File: config.mk
export PLATFORM = sky130hd
export DESIGN_NAME = w_r16_bank_wr_gen_flat
export DESIGN_NICKNAME = d
export VERILOG_FILES = /design/src/rtl/w_r16_bank_wr_gen_if.sv /design/src/rtl/w_r16_bank_wr_gen.sv /design/src/flat_wrapper.sv
export SDC_FILE = /design/constraint.sdc
export NUM_CORES = 1
export LEC_CHECK = 0
export ABC_AREA = 1
export BUFFER_PORTS_ARGS = -buffer_cell sky130_fd_sc_hd__buf_2
export CAP_MARGIN = 20
export CORE_AREA = 3 3 288 290
export CTS_CLUSTER_DIAMETER = 150
export DETAILED_ROUTE_END_ITERATION = 12
export DIE_AREA = 0 0 291 293
export HOLD_SLACK_MARGIN = 0.1
export PLACE_DENSITY = 0.45
export SLEW_MARGIN = 20
export SYNTH_ARGS = -nofsm -noshare
export SYNTH_HDL_FRONTEND = slang
export SYNTH_SLANG_ARGS = --single-unit
File: constraint.sdc
create_clock -name clk -period 2.9 [get_ports clk]
set_input_delay 0.145 -clock clk [delete_from_list [all_inputs] [get_ports clk]]
set_output_delay 0.145 -clock clk [all_outputs]
set_load 0.005 [all_outputs]
File: src/rtl/w_r16_bank_wr_gen_if.sv
// Group-input handshake and per-bank write-mux drive bundle for the radix-16 write-back scheduler.
// master = producer/observer side, slave = the scheduler itself.
interface w_r16_bank_wr_gen_if #(
    parameter int MA_width = 8,
    parameter int D_width  = 16
);
    logic                     start;
    logic                     in_valid;
    logic                     in_ready;
    logic [16*D_width-1:0]    in_data;
    logic [16*MA_width-1:0]   A_lane;
    logic [16*D_width-1:0]    D_lane;
    logic [16*5-1:0]          sel_bank;
    logic [15:0]              w_enable_bank;
    logic                     busy;
    logic                     done;

    modport master (
        output start, in_valid, in_data,
        input  in_ready, A_lane, D_lane, sel_bank, w_enable_bank, busy, done
    );

    modport slave (
        input  start, in_valid, in_data,
        output in_ready, A_lane, D_lane, sel_bank, w_enable_bank, busy, done
    );
endinterface

File: src/rtl/w_r16_bank_wr_gen.sv
// Radix-16 write-back scheduler: rotates each accepted group of 16 lanes onto the 16 SRAM banks
// by the base-16 digit sum of the group index, one registered stage ahead of the bank write muxes.
//
// state | meaning
// IDLE  | waiting for start
// RUN   | accepting groups 0..GROUPS-1
// DONE  | final group presented to the banks, one cycle
module w_r16_bank_wr_gen #(
    parameter int GROUPS   = 16,
    parameter int MA_width = 8,
    parameter int D_width  = 16
) (
    input  logic              clk,
    input  logic              rst_n,
    w_r16_bank_wr_gen_if.slave bus
);
    localparam int NIB = (MA_width + 3) / 4;
    localparam logic [MA_width-1:0] G_LAST = MA_width'(GROUPS - 1);

    typedef enum logic [1:0] {S_IDLE, S_RUN, S_DONE} state_t;

    state_t                  state_q, state_d;
    logic [MA_width-1:0]     g_q, g_d;
    logic                    accept;
    logic [NIB*4-1:0]        g_pad;
    logic [3:0]              rot;

    logic [16*MA_width-1:0]  a_lane_q, a_lane_d;
    logic [16*D_width-1:0]   d_lane_q, d_lane_d;
    logic [16*5-1:0]         sel_bank_q, sel_bank_d;
    logic [15:0]             w_enable_q, w_enable_d;

    // state register
    always_ff @(posedge clk or negedge rst_n) begin
        if (!rst_n) begin
            state_q <= S_IDLE;
            g_q     <= '0;
        end else begin
            state_q <= state_d;
            g_q     <= g_d;
        end
    end

    // next-state
    always_comb begin
        state_d = state_q;
        g_d     = g_q;
        case (state_q)
            S_IDLE: begin
                if (bus.start) begin
                    g_d     = '0;
                    state_d = S_RUN;
                end
            end
            S_RUN: begin
                if (bus.in_valid) begin
                    g_d = g_q + 1'b1;
                    if (g_q == G_LAST) state_d = S_DONE;
                end
            end
            S_DONE:  state_d = S_IDLE;
            default: state_d = S_IDLE;
        endcase
    end

    // FSM outputs
    always_comb begin
        bus.in_ready = (state_q == S_RUN);
        bus.busy     = (state_q != S_IDLE);
        bus.done     = (state_q == S_DONE);
        accept       = bus.in_valid && (state_q == S_RUN);
    end

    // Digit-sum rotation wraps at 4 bits, so the sum is already mod 16.
    always_comb begin
        g_pad = '0;
        g_pad[MA_width-1:0] = g_q;
        rot = 4'd0;
        for (int i = 0; i < NIB; i++) begin
            rot = rot + g_pad[i*4 +: 4];
        end
    end

    always_comb begin
        a_lane_d   = a_lane_q;
        d_lane_d   = d_lane_q;
        w_enable_d = 16'h0000;
        sel_bank_d = '0;
        for (int b = 0; b < 16; b++) begin
            sel_bank_d[b*5 +: 5] = accept ? {1'b0, 4'(b) - rot} : 5'd16;
        end
        if (accept) begin
            a_lane_d   = {16{g_q}};
            d_lane_d   = bus.in_data;
            w_enable_d = 16'hFFFF;
        end
    end

    // Idle select value 16 is what turns the bank's chip enable off downstream.
    always_ff @(posedge clk or negedge rst_n) begin
        if (!rst_n) begin
            a_lane_q   <= '0;
            d_lane_q   <= '0;
            w_enable_q <= 16'h0000;
            for (int b = 0; b < 16; b++) begin
                sel_bank_q[b*5 +: 5] <= 5'd16;
            end
        end else begin
            a_lane_q   <= a_lane_d;
            d_lane_q   <= d_lane_d;
            w_enable_q <= w_enable_d;
            sel_bank_q <= sel_bank_d;
        end
    end

    assign bus.A_lane        = a_lane_q;
    assign bus.D_lane        = d_lane_q;
    assign bus.sel_bank      = sel_bank_q;
    assign bus.w_enable_bank = w_enable_q;
endmodule

File: src/flat_wrapper.sv
// flat-port wrapper written by rule: the top's interface ports become plain ports
module w_r16_bank_wr_gen_flat 
#(
    parameter int GROUPS   = 16,
    parameter int MA_width = 8,
    parameter int D_width  = 16
)
  (clk, rst_n, bus_start, bus_in_valid, bus_in_data, bus_in_ready, bus_A_lane, bus_D_lane, bus_sel_bank, bus_w_enable_bank, bus_busy, bus_done);
  w_r16_bank_wr_gen_if #(.MA_width(MA_width), .D_width(D_width)) bus_i ();
  input  logic clk;
  input  logic rst_n;
  input wire logic [$bits(bus_i.start)-1:0] bus_start;
  input wire logic [$bits(bus_i.in_valid)-1:0] bus_in_valid;
  input wire logic [$bits(bus_i.in_data)-1:0] bus_in_data;
  output wire logic [$bits(bus_i.in_ready)-1:0] bus_in_ready;
  output wire logic [$bits(bus_i.A_lane)-1:0] bus_A_lane;
  output wire logic [$bits(bus_i.D_lane)-1:0] bus_D_lane;
  output wire logic [$bits(bus_i.sel_bank)-1:0] bus_sel_bank;
  output wire logic [$bits(bus_i.w_enable_bank)-1:0] bus_w_enable_bank;
  output wire logic [$bits(bus_i.busy)-1:0] bus_busy;
  output wire logic [$bits(bus_i.done)-1:0] bus_done;
  assign bus_i.start = bus_start;
  assign bus_i.in_valid = bus_in_valid;
  assign bus_i.in_data = bus_in_data;
  assign bus_in_ready = bus_i.in_ready;
  assign bus_A_lane = bus_i.A_lane;
  assign bus_D_lane = bus_i.D_lane;
  assign bus_sel_bank = bus_i.sel_bank;
  assign bus_w_enable_bank = bus_i.w_enable_bank;
  assign bus_busy = bus_i.busy;
  assign bus_done = bus_i.done;
  w_r16_bank_wr_gen #(.GROUPS(GROUPS), .MA_width(MA_width), .D_width(D_width)) u_core (.clk(clk), .rst_n(rst_n), .bus(bus_i));
endmodule
# Word-level counts from Yosys, hierarchy flattened

Cells that the tools add are included.

Output and inout bits: 483
Logic and storage cells: 60
Bits in registers: 490

Multiplexer cells: 24
Equal/unequal tests: 6
Reduce and logical (&&, ||, !) cells: 6
Add/sub/neg operators: 18

Operators with widths:

| kind                                                | number |
|---|---|
| 2-to-1 mux 5 bit                                    | 16 |
| subtractor 4 bit, first input constant              | 8 |
| 2-to-1 mux 16 bit                                   | 1 |
| 2-to-1 mux 8 bit                                    | 2 |
| one-hot mux 8 bit (2 select lines)                  | 1 |
| subtractor 3 x 4 -> 4 bit, first input constant     | 4 |
| adder 8 x 1 -> 8 bit, second input constant         | 1 |
| equality test 8 x 4 -> 1 bit, second input constant | 1 |
| subtractor 1 x 4 -> 4 bit, first input constant     | 2 |
| subtractor 2 x 4 -> 4 bit, first input constant     | 2 |
| 2-to-1 mux 2 bit                                    | 3 |
| AND reduction 3 bit                                 | 2 |
| adder 4 bit                                         | 1 |
| != test 2 bit, second input constant                | 2 |
| one-hot mux 2 bit (2 select lines)                  | 1 |
| nonzero test 2 bit                                  | 2 |
| equality test 2 x 1 -> 1 bit, second input constant | 1 |
| equality test 2 bit, second input constant          | 1 |
| logical NOT 2 bit                                   | 1 |
| != test 2 x 1 -> 1 bit, second input constant       | 1 |
| logical AND 1 bit                                   | 1 |

# Logic depth before layout (Yosys ltp)

Gate-level depths: netlist of the first run.

Word-level depth: 4
Gate-level depth with buffers: 14
Mapped depth without buffers: 14

# Least setup slack after synthesis of the first run

OpenSTA, ideal clock, no wires.

Kind: register to register
Start: register u_core.g_q[4] (netlist: u_core.g_pad[4])
End: register u_core.sel_bank_q[53] (netlist: u_core.bus.sel_bank[53])
Cell stages (with the launch flop): 15
Buffers on the path: 0
Data arrival time: 1.986 ns
Path slack: 0.792 ns
Cells stage by stage: dfrtp_1 ha_1 inv_1 fa_1 inv_1 nand2_1 nand2_2 inv_1 ha_1 inv_1 nand2_1 inv_1 nand2_1 nand2_1 nor2_1

Cells in the longest elaborated chain, start to end: 3

RTL lines:

| what                      | RTL line                 | text |
|---|---|---|
| from (decl)               | w_r16_bank_wr_gen.sv:23  | `logic [MA_width-1:0] g_q, g_d;` |
| from (signal assigned)    | w_r16_bank_wr_gen.sv:40  | `g_q <= g_d;` |
| adder 4 bit               | w_r16_bank_wr_gen.sv:80  | `rot = rot + g_pad[i*4 +: 4];` |
| subtractor 4 bit          | w_r16_bank_wr_gen.sv:90  | `sel_bank_d[b*5 +: 5] = accept ? {1'b0, 4'(b) - rot} : 5'd16;` |
| 2-to-1 mux 5 bit          | w_r16_bank_wr_gen.sv:90  |  |
| net u_core.sel_bank_d[53] | w_r16_bank_wr_gen.sv:30  | `logic [16*5-1:0] sel_bank_q, sel_bank_d;` |
| to (signal assigned)      | w_r16_bank_wr_gen.sv:112 | `sel_bank_q <= sel_bank_d;` |
| to (decl)                 | w_r16_bank_wr_gen.sv:30  |  |

The timed path passes the listed nets, and every way through them passes these cells.
A chain may end at the register's enable or synchronous reset.

# Worst setup path in the final report of the first run

Start: register u_core.g_q[4] (netlist: u_core.g_pad[4])
End: register u_core.sel_bank_q[13] (netlist: u_core.bus.sel_bank[13])

Cells in the longest elaborated chain, start to end: 3

RTL lines:

| what                      | RTL line |
|---|---|
| adder 4 bit               | w_r16_bank_wr_gen.sv:80 |
| subtractor 2 x 4 -> 4 bit | w_r16_bank_wr_gen.sv:90 |
| 2-to-1 mux 5 bit          | w_r16_bank_wr_gen.sv:90 |
| net u_core.sel_bank_d[13] | w_r16_bank_wr_gen.sv:30 |

The timed path passes the listed nets, and every way through them passes these cells.

==> impl_results.md, run 1 <==
- Outcome: finished, final reports clean
- Fin crit share: 82.2%
- Num CTS Buffers: 40
- Vias per cell: 3.53
- Reg area: 0.00766 mm2
- Seq/Total Area, Yosys: 57.7%
- Die Y-Extent: 293 um
- Final worst slack: 0.517 ns
- DRT Wirelength: 48100 um
- Die footprint: 0.0853 mm2
- GRT Residual Overflow: 0
- Post-DP HPWL: 34700 um
- Startpoint types: flop
- Family with the most delay on the worst path: adder cells
- Area of the multi-input gates: 0.00376 mm2
- Synth Area per Inst: 8.65 um2
- Fin util: 25.8%
- First-pass GRT wire length: 73700 um
- Ports: 743
- Critical Path RT: 3.32 ns
- Share of cells above drive strength 1: 35.5%
- Vias in the first global route: 12538
- Syn nets: 1804
- Row Count: 104
- # H-tree levels: 2
- Worst Hold Class: in2async
- LEAKAGE: 11.7 nW
- Max IR drop VDD: 0.433 mV
- Core area: 0.0805 mm2
- CP max FO: 10
- Max_slew headroom: 57.6%
- Crit-path cells: ha_1 > inv_1 > fa_1 > inv_1 > nand2_1 > nand2_2 > inv_1 > ha_1 > inv_1 > nand2_1 > inv_1 > nand2_1 > nand2_1 > nor2_1
- Routed via count: 12163
- Worst-margin pin slew: 0.636 ns
- Initial core utilization: 16.5%
- Slowest CP cell: dfrtp_1
- Top_reg_cell synth: dfrtp_1
- RD Place Congestion: 0.772
- Most frequent cells in the layout: nand2_1, buf_2, dfrtp_1, dlygate4sd3_1, clkbuf_16
- Drt drc: 0
- Die X: 291 um
- Final #Nets: 2621
- Count of TritonRoute iterations in the first routing pass: 4
- Most common library cell in the layout ignoring fill and taps: nand2_1
- Non-filler instance count after layout: 3447
- Reg2reg setup slack: 0.52 ns
- Crit path kind: reg2reg
- IO buf count: 742
- Antenna violations before repair: 7
- Crit-path max cell delay: 0.45 ns
- Worst reg2reg path depth: 14
- Critical Path AT: 2.81 ns
- Setup violators final: 0
- CP Capture Type: flop
- Clock skew: 0.0116 ns
- Clock Root Buffer: clkbuf_16
- Filler cells: 8787
- WL/cell: 14.0 um
- EDFF count, synth: 0
- Placed Instances: 3109
- DRT iter0 DRCs: 382
- Clk_lat worst skew: 0.54 ns
- Clock-pin transition on the worst setup and hold timing paths: 0.06 ns
- Synth warn: 0
- CTS Buffer Depth: 3
- Crit path top cell by count: inv_1
- Pre-CTS setup slack: 0.530 ns
- Fin crit period: 2.38 ns
- Max Slew Vio Count: 0
- Max cap viols: 0
- Largest net degree at the start of global routing: 102
- CTS tree: done
- Power per Cell Area: 849 mW/mm2
- Stages on worst setup path: 14
- Yosys cell types: 23
- Area grow syn2layout: 56.8%
- Mapped Area: 0.0133 mm2
- Post-route ant nets: 0
- Final setup TNS: 0 ns
- #FFs+latches synth: 306
- Fmax: 420 MHz
- Final Hold Vio Count: 0
- GRT Total Usage: 10.8%
- RSZ-0062 raised after global routing: no
- Mapped Cells: 1533
- Post-synth ARST share: 100%
- Sink Count: 306
- Worst Path Buf+Inv: 5
[layer usage]
layer | part of all wire (%) | global-route usage [%]
met1 | 40 | 12.6
met3 | 6.4 | 2.87
met4 | 3.1 | 3.57
met2 | 50 | 19.1
met5 | 0 | 0
[cells in the mapped netlist (all sizes together), types with 2 or more instances]
cell | count | area share (%)
a21oi | 6 | 0.23
and2 | 2 | 0.094
buf | 246 | 13
clkbuf | 2 | 0.057
dfrtp | 305 | 58
ha | 10 | 0.94
inv | 33 | 0.93
nand2 | 859 | 24
nand3 | 9 | 0.34
nand4 | 5 | 0.24
nor2 | 39 | 1.3
o21ai | 12 | 0.45
[kinds of logic after synthesis]
kind of cell | share of synthesized area [%]
compound gates | 0.736
xor+xnor | 0.132
fa+ha+maj | 1.09
buf+inv | 13.9
flops | 57.7
simple gates | 26.4
[final timing paths]
path,endpoint,start
worst max-delay path,u_core.bus.sel_bank[13],u_core.g_pad[4]
worst min-delay path,u_core.bus.D_lane[177],rst_n
worst max register to register,u_core.bus.sel_bank[13],u_core.g_pad[4]
worst min register to register,u_core.bus.D_lane[199],u_core.bus.D_lane[199]
max in group asynchronous,u_core.bus.D_lane[28],rst_n
min in group clk,u_core.bus.D_lane[232],bus_in_data[232]
[layout make-up]
cell class	count	share of cell area, %
Inverter	33	0.631
Clock buffer	62	5.79
Timing Repair Buffer	1023	31.6
Antenna cell	5	0.0601
Clock inverter	12	0.607
Sequential cell	306	36.8
Multi-Input combinational cell	946	18.1
Tap cell	1060	6.37
[power by group]
part	leakage (nW)	internal [mW]	switching, mW
Clock	0.651	3.04	1.96
Sequential	3.77	5.58	0.915
Combinational	7.28	2.71	3.45
[sequential cells by signal (all words and copies together), names as in the netlist]
| register | flops |
|---|---|
| u_core.g_pad | 8 |
| u_core.bus.w_enable_bank | 1 |
| u_core.bus.D_lane | 256 |
| u_core.bus.A_lane | 8 |
| u_core.state_q | 2 |
| u_core.bus.sel_bank | 31 |
[worst register-to-register path, delay by kind of cell (launching register included)]
family                     cells  cell delay, ns
and+or+nand+nor                6            0.53
DFF                            1            0.45
buffers and inverters          5            0.45
adders and majority gates      3            0.84
[stage by stage]
stage	hold WS, ns	total power [mW]	area [um2]
after global routing	0.204	19.1	20800
final	0.175	17.7	20800
after CTS	0.156	18.1	20800
after floorplan	-0.151	10.3	13300
after detailed placement	0.172	12.6	16900
after global placement	0.184	12.6	16900
[repair_timing]
item	4_1_cts	5_1_grt
hold endpoints to repair	389	0
setup buffers	0	0
resized for setup	0	0
hold buffers	259	0
Power figures use the tool's default switching activity.
==> inputs of run 2 (changes only) <==
PLACE_DENSITY = 0.46   (was 0.45)
clock period = 2.1 ns   (was 2.9 ns; I/O delays follow)
==> impl_results.md, run 2 (synthesis gave the netlist of run 1 again) <==
- Pre-CTS setup slack: -0.00153 ns
- Comb pwr share: 36.8%
- Post-route ant nets: 0
- CTS Buffer Depth: 3
- Worst-margin pin slew: 0.525 ns
- Clock skew: 0.0286 ns
- Largest register FFs: 256
- Met1 global-route usage: 12.8%
- Clock Root Buffer: clkbuf_16
- GR peak layer: met2
- Most common library cell in the layout ignoring fill and taps: nand2_1
- Post-DP HPWL: 35700 um
- Max cap viols: 0
- First-pass GRT wire length: 73300 um
- NetSw: 8.77 mW
- Num CTS Buffers: 38
- DRT iter0 DRCs: 425
- Ports: 743
- Int Power: 16.0 mW
- Worst Path Buf+Inv: 5
- Area grow syn2layout: 59.7%
- Row Count: 104
- Max IR drop VDD: 0.573 mV
- Family with the most delay on the worst path: adder cells
- Clock-pin transition on the worst setup and hold timing paths: 0.06 ns
- Clk_lat worst skew: 0.55 ns
- Final #Nets: 2666
- Critical Path AT: 2.39 ns
- LEAKAGE: 11.9 nW
- Largest net degree at the start of global routing: 60
- Non-filler instance count after layout: 3484
- GRT Total Usage: 10.7%
- CTS tree: done
- Vias in the first global route: 12562
- Cell area after layout: 0.0212 mm2
- Die footprint: 0.0853 mm2
- Clk pwr share: 27.1%
- Max_slew headroom: 65.0%
- Sequential power share: 36.1%
- Count of TritonRoute iterations in the first routing pass: 4
- Crit-path cells: ha_2 > inv_2 > fa_2 > inv_1 > nand2_1 > nand2_4 > inv_1 > ha_1 > inv_2 > nand2_1 > inv_1 > nand2_1 > nand2_1 > nor2_1
- Setup violators final: 0
- RD Place Congestion: 0.784
- Fin crit share: 94.3%
- Antenna violations before repair: 3
- Final worst slack: 0.121 ns
- Final Hold Vio Count: 0
- Placed Instances: 3151
- Global-route met2 utilization: 18.8%
- Most frequent cells in the layout: nand2_1, buf_2, dfrtp_1, dlygate4sd3_1, buf_4
- Placed cell area: 0.0173 mm2
- Fmax: 505 MHz
- Fin crit period: 1.98 ns
- Power per Cell Area: 1170 mW/mm2
- Initial core utilization: 16.5%
- Vias per cell: 3.54
- Core area: 0.0805 mm2
- CP max FO: 4
- Drt drc: 0
- Hold_ws: 0.294 ns
- CP Capture Type: flop
- Crit path kind: reg2reg
- # H-tree levels: 2
- GRT Residual Overflow: 0
- Routed via count: 12343
- GR Util met3: 2.43%
- Die Y-Extent: 293 um
- Crit path top cell by count: nand2_1
- Max Slew Vio Count: 0
- DRT Wirelength: 48200 um
- Worst Hold Class: in2reg
- Outcome: finished, final reports clean
- Crit-path max cell delay: 0.36 ns
- Die X: 291 um
- Critical Path RT: 2.51 ns
- Share of cells above drive strength 1: 36.9%
- Switching fraction of total power: 35.5%
- Sink Count: 306
- WL/cell: 13.8 um
- Slowest CP cell: dfrtp_1
- Startpoint types: flop
- IO buf count: 742
-- run 2: cell types whose count changed in the layout (fill, tap and decap cells not counted), sizes merged --
cell / before / now
buf: 764 / 808
clkbuf: 62 / 59
diode: 5 / 2
dlygate4sd3: 259 / 262
clkinv: 6 / 4
clkinvlp: 2 / 1
inv: 35 / 34
-- run 2: timing repair --
action | 4_1_cts | 5_1_grt
gates resized for setup | 1 | 8
endpoints found under the setup margin | 2 | 21
setup buffers | 0 | 2
hold endpoints to repair | 507 | 0
hold buffers | 263 | 0
-- run 2: power groups by stage --
stage | Clock, mW | Sequential (mW) | Combinational (mW)
2_1_floorplan | 0 | 9.08 | 5.21
3_3_place_gp | 0 | 8.98 | 8.83
3_5_place_dp | 0 | 8.99 | 8.82
4_1_cts | 7.00 | 8.93 | 9.23
5_1_grt | 7.24 | 9.20 | 10.2
6_report | 6.70 | 8.92 | 9.11
-- run 2: metal layers --
layer,up-vias,routed length (um)
met3,91,2970
met2,421,24100
li1,6150,-
met4,0,1610
met1,5681,19600
met5,-,0
-- run 2: path summary, 6_finish.rpt --
kind | from | to | slack [ns] | cells past startpoint
min | bus_in_data[50] | u_core.bus.D_lane[50] | 0.29 | 4
max reg2reg | u_core.g_pad[4] | u_core.bus.sel_bank[53] | 0.12 | 14
min reg2reg | u_core.bus.D_lane[187] | u_core.bus.D_lane[187] | 0.46 | 2
max | u_core.g_pad[4] | u_core.bus.sel_bank[53] | 0.12 | 14
min in group asynchronous | rst_n | u_core.bus.D_lane[118] | 0.67 | 3
max in group asynchronous | rst_n | u_core.bus.D_lane[45] | 0.71 | 5
-- run 2: final cells by class --
cell class | count | area, um2
sequential | 306 | 7660
multi-input combinational | 946 | 3780
tap | 1060 | 1330
fill | 8688 | 59400
clock inverter | 8 | 96.3
timing repair buffer | 1070 | 7000
antenna | 2 | 5.00
clock buffer | 59 | 1180
inverter | 33 | 131
-- run 2: worst min-delay path: cells and delay by family --
family                 cells  cell delay [ns]
buffers and inverters      2             0.61
and+or+nand+nor            2             0.09
-- run 2: metrics by stage --
stage | util, % | power (mW) | setup TNS [ns]
after floorplan | - | 14.3 | 0
after global placement | 21.4 | 17.8 | 0
after detailed placement | 21.4 | 17.8 | -0.00153
after CTS | 26.3 | 25.2 | 0
after global routing | 26.3 | 26.6 | -0.0155
final | 26.3 | 24.7 | 0
==> inputs of run 3 (changes only) <==
CELL_PAD_IN_SITES_DETAIL_PLACEMENT = 0   (was default)
CELL_PAD_IN_SITES_GLOBAL_PLACEMENT = 1   (was default)
PLACE_DENSITY = 0.57   (was 0.46)
==> impl_results.md, run 3 (synthesis gave the netlist of run 1 again) <==
- Outcome: finished, final reports clean
- Area of the multi-input gates: 0.00379 mm2
- Filler cells: 8806
- Clock skew: 0.0290 ns
- GRT Total Usage: 11.0%
- Most common library cell in the layout ignoring fill and taps: nand2_1
- Fin crit period: 1.97 ns
- Share of cells above drive strength 1: 36.9%
- Most frequent cells in the layout: nand2_1, buf_2, dfrtp_1, dlygate4sd3_1, buf_4
- # H-tree levels: 2
- RD Place Congestion: 0.782
- DRT iter0 DRCs: 388
- Worst Path Buf+Inv: 3
- Final Hold Vio Count: 0
- Clock-pin transition on the worst setup and hold timing paths: 0.06 ns
- Reg area: 0.00766 mm2
- Die footprint: 0.0853 mm2
- Routed via count: 12288
- WL/cell: 14.1 um
- Max_slew headroom: 65.2%
- Crit path kind: reg2reg
- Crit-path max cell delay: 0.57 ns
- Initial core utilization: 16.5%
- Post-DP HPWL: 35600 um
- Post-route ant nets: 0
- Area grow syn2layout: 58.8%
- Core area: 0.0805 mm2
- Ports: 743
- Power per Cell Area: 1170 mW/mm2
- Largest register FFs: 256
- Setup violators final: 0
- Placed Instances: 3144
- Largest net degree at the start of global routing: 53
- Fin crit share: 93.7%
- Crit-path cells: ha_2 > inv_2 > fa_2 > inv_2 > buf_4 > ha_1 > xor2_1 > and2_1
- Non-filler instance count after layout: 3480
- GRT Residual Overflow: 0
- DRT Wirelength: 49100 um
- Count of TritonRoute iterations in the first routing pass: 4
- Pre-CTS setup slack: -0.00118 ns
- CP max FO: 4
- CTS tree: done
- Critical Path RT: 2.52 ns
- Clk_lat worst skew: 0.56 ns
- Crit path top cell by count: inv_2
- Antenna violations before repair: 1
- Vias in the first global route: 12832
- LEAKAGE: 11.9 nW
- CTS Buffer Depth: 3
- Startpoint types: flop
- Fmax: 508 MHz
- Final worst slack: 0.132 ns
- Die X: 291 um
- Family with the most delay on the worst path: adder cells
- Max cap viols: 0
- CP Capture Type: flop
- First-pass GRT wire length: 75100 um
- Overall Power: 24.7 mW
- Clock Root Buffer: clkbuf_16
- RSZ-0062 raised after global routing: no
- Max IR drop VDD: 0.584 mV
- Row Count: 104
- Sink Count: 306
- Drt drc: 0
- Worst-margin pin slew: 0.522 ns
- Final setup TNS: 0 ns
- Max Slew Vio Count: 0
- Slowest CP cell: fa_2
- Die Y-Extent: 293 um
- Num CTS Buffers: 40
- Critical Path AT: 2.39 ns
- Hold_ws: 0.276 ns
- Final #Nets: 2660
- Worst Hold Class: in2reg
- Vias per cell: 3.53
- IO buf count: 742
run 3: repair_timing:
action,4_1_cts,5_1_grt
gates cloned,0,0
endpoints found under the hold margin,571,0
pin swaps,0,1
endpoints found under the setup margin,2,9
hold buffers,260,0
gates resized for setup,1,12
buffers inserted,0,3
run 3: worst paths after layout:
path | from | end | slack (ns) | cells past startpoint
setup / recovery | u_core.g_pad[0] | u_core.bus.sel_bank[12] | 0.13 | 8
setup reg to reg | u_core.g_pad[0] | u_core.bus.sel_bank[12] | 0.13 | 8
max in group asynchronous | rst_n | u_core.g_pad[2] | 1.44 | 3
hold / removal | bus_in_data[81] | u_core.bus.D_lane[81] | 0.28 | 4
hold reg to reg | u_core.bus.D_lane[156] | u_core.bus.D_lane[156] | 0.46 | 2
min in group asynchronous | rst_n | u_core.bus.sel_bank[29] | 0.29 | 2
run 3: where the power goes:
part	internal [mW]	total, mW	switching, mW
Clock	3.90	6.67	2.77
Combinational	4.14	9.13	4.99
Sequential	7.71	8.88	1.17
run 3: layout make-up:
type	count	share of cell area [%]
sequential	306	36.4
timing repair buffer	1062	32.7
multi-input combinational	946	18.0
tap	1060	6.30
clock buffer	58	5.41
inverter	33	0.624
clock inverter	14	0.558
antenna	1	0.0119
run 3: worst min-delay path, stage by stage:
cell	delay [ns]
dlygate4sd3_1	0.51
buf_2	0.09
nand2_1	0.04
nand2_1	0.05
run 3: layer usage:
layer	up-vias	global-route usage (%)	wire, um
met4	0	3.65	1510
met5	-	0	0
met3	81	3.15	3210
met2	379	19.5	24600
met1	5689	12.7	19800
li1	6139	-	-
run 3: stage by stage:
step                      util, %  cell area, um2
after global placement       21.3           17100
after CTS                    26.1           21000
after global routing         26.1           21100
after detailed placement     21.3           17100
final                        26.2           21100
after floorplan                 -           13300
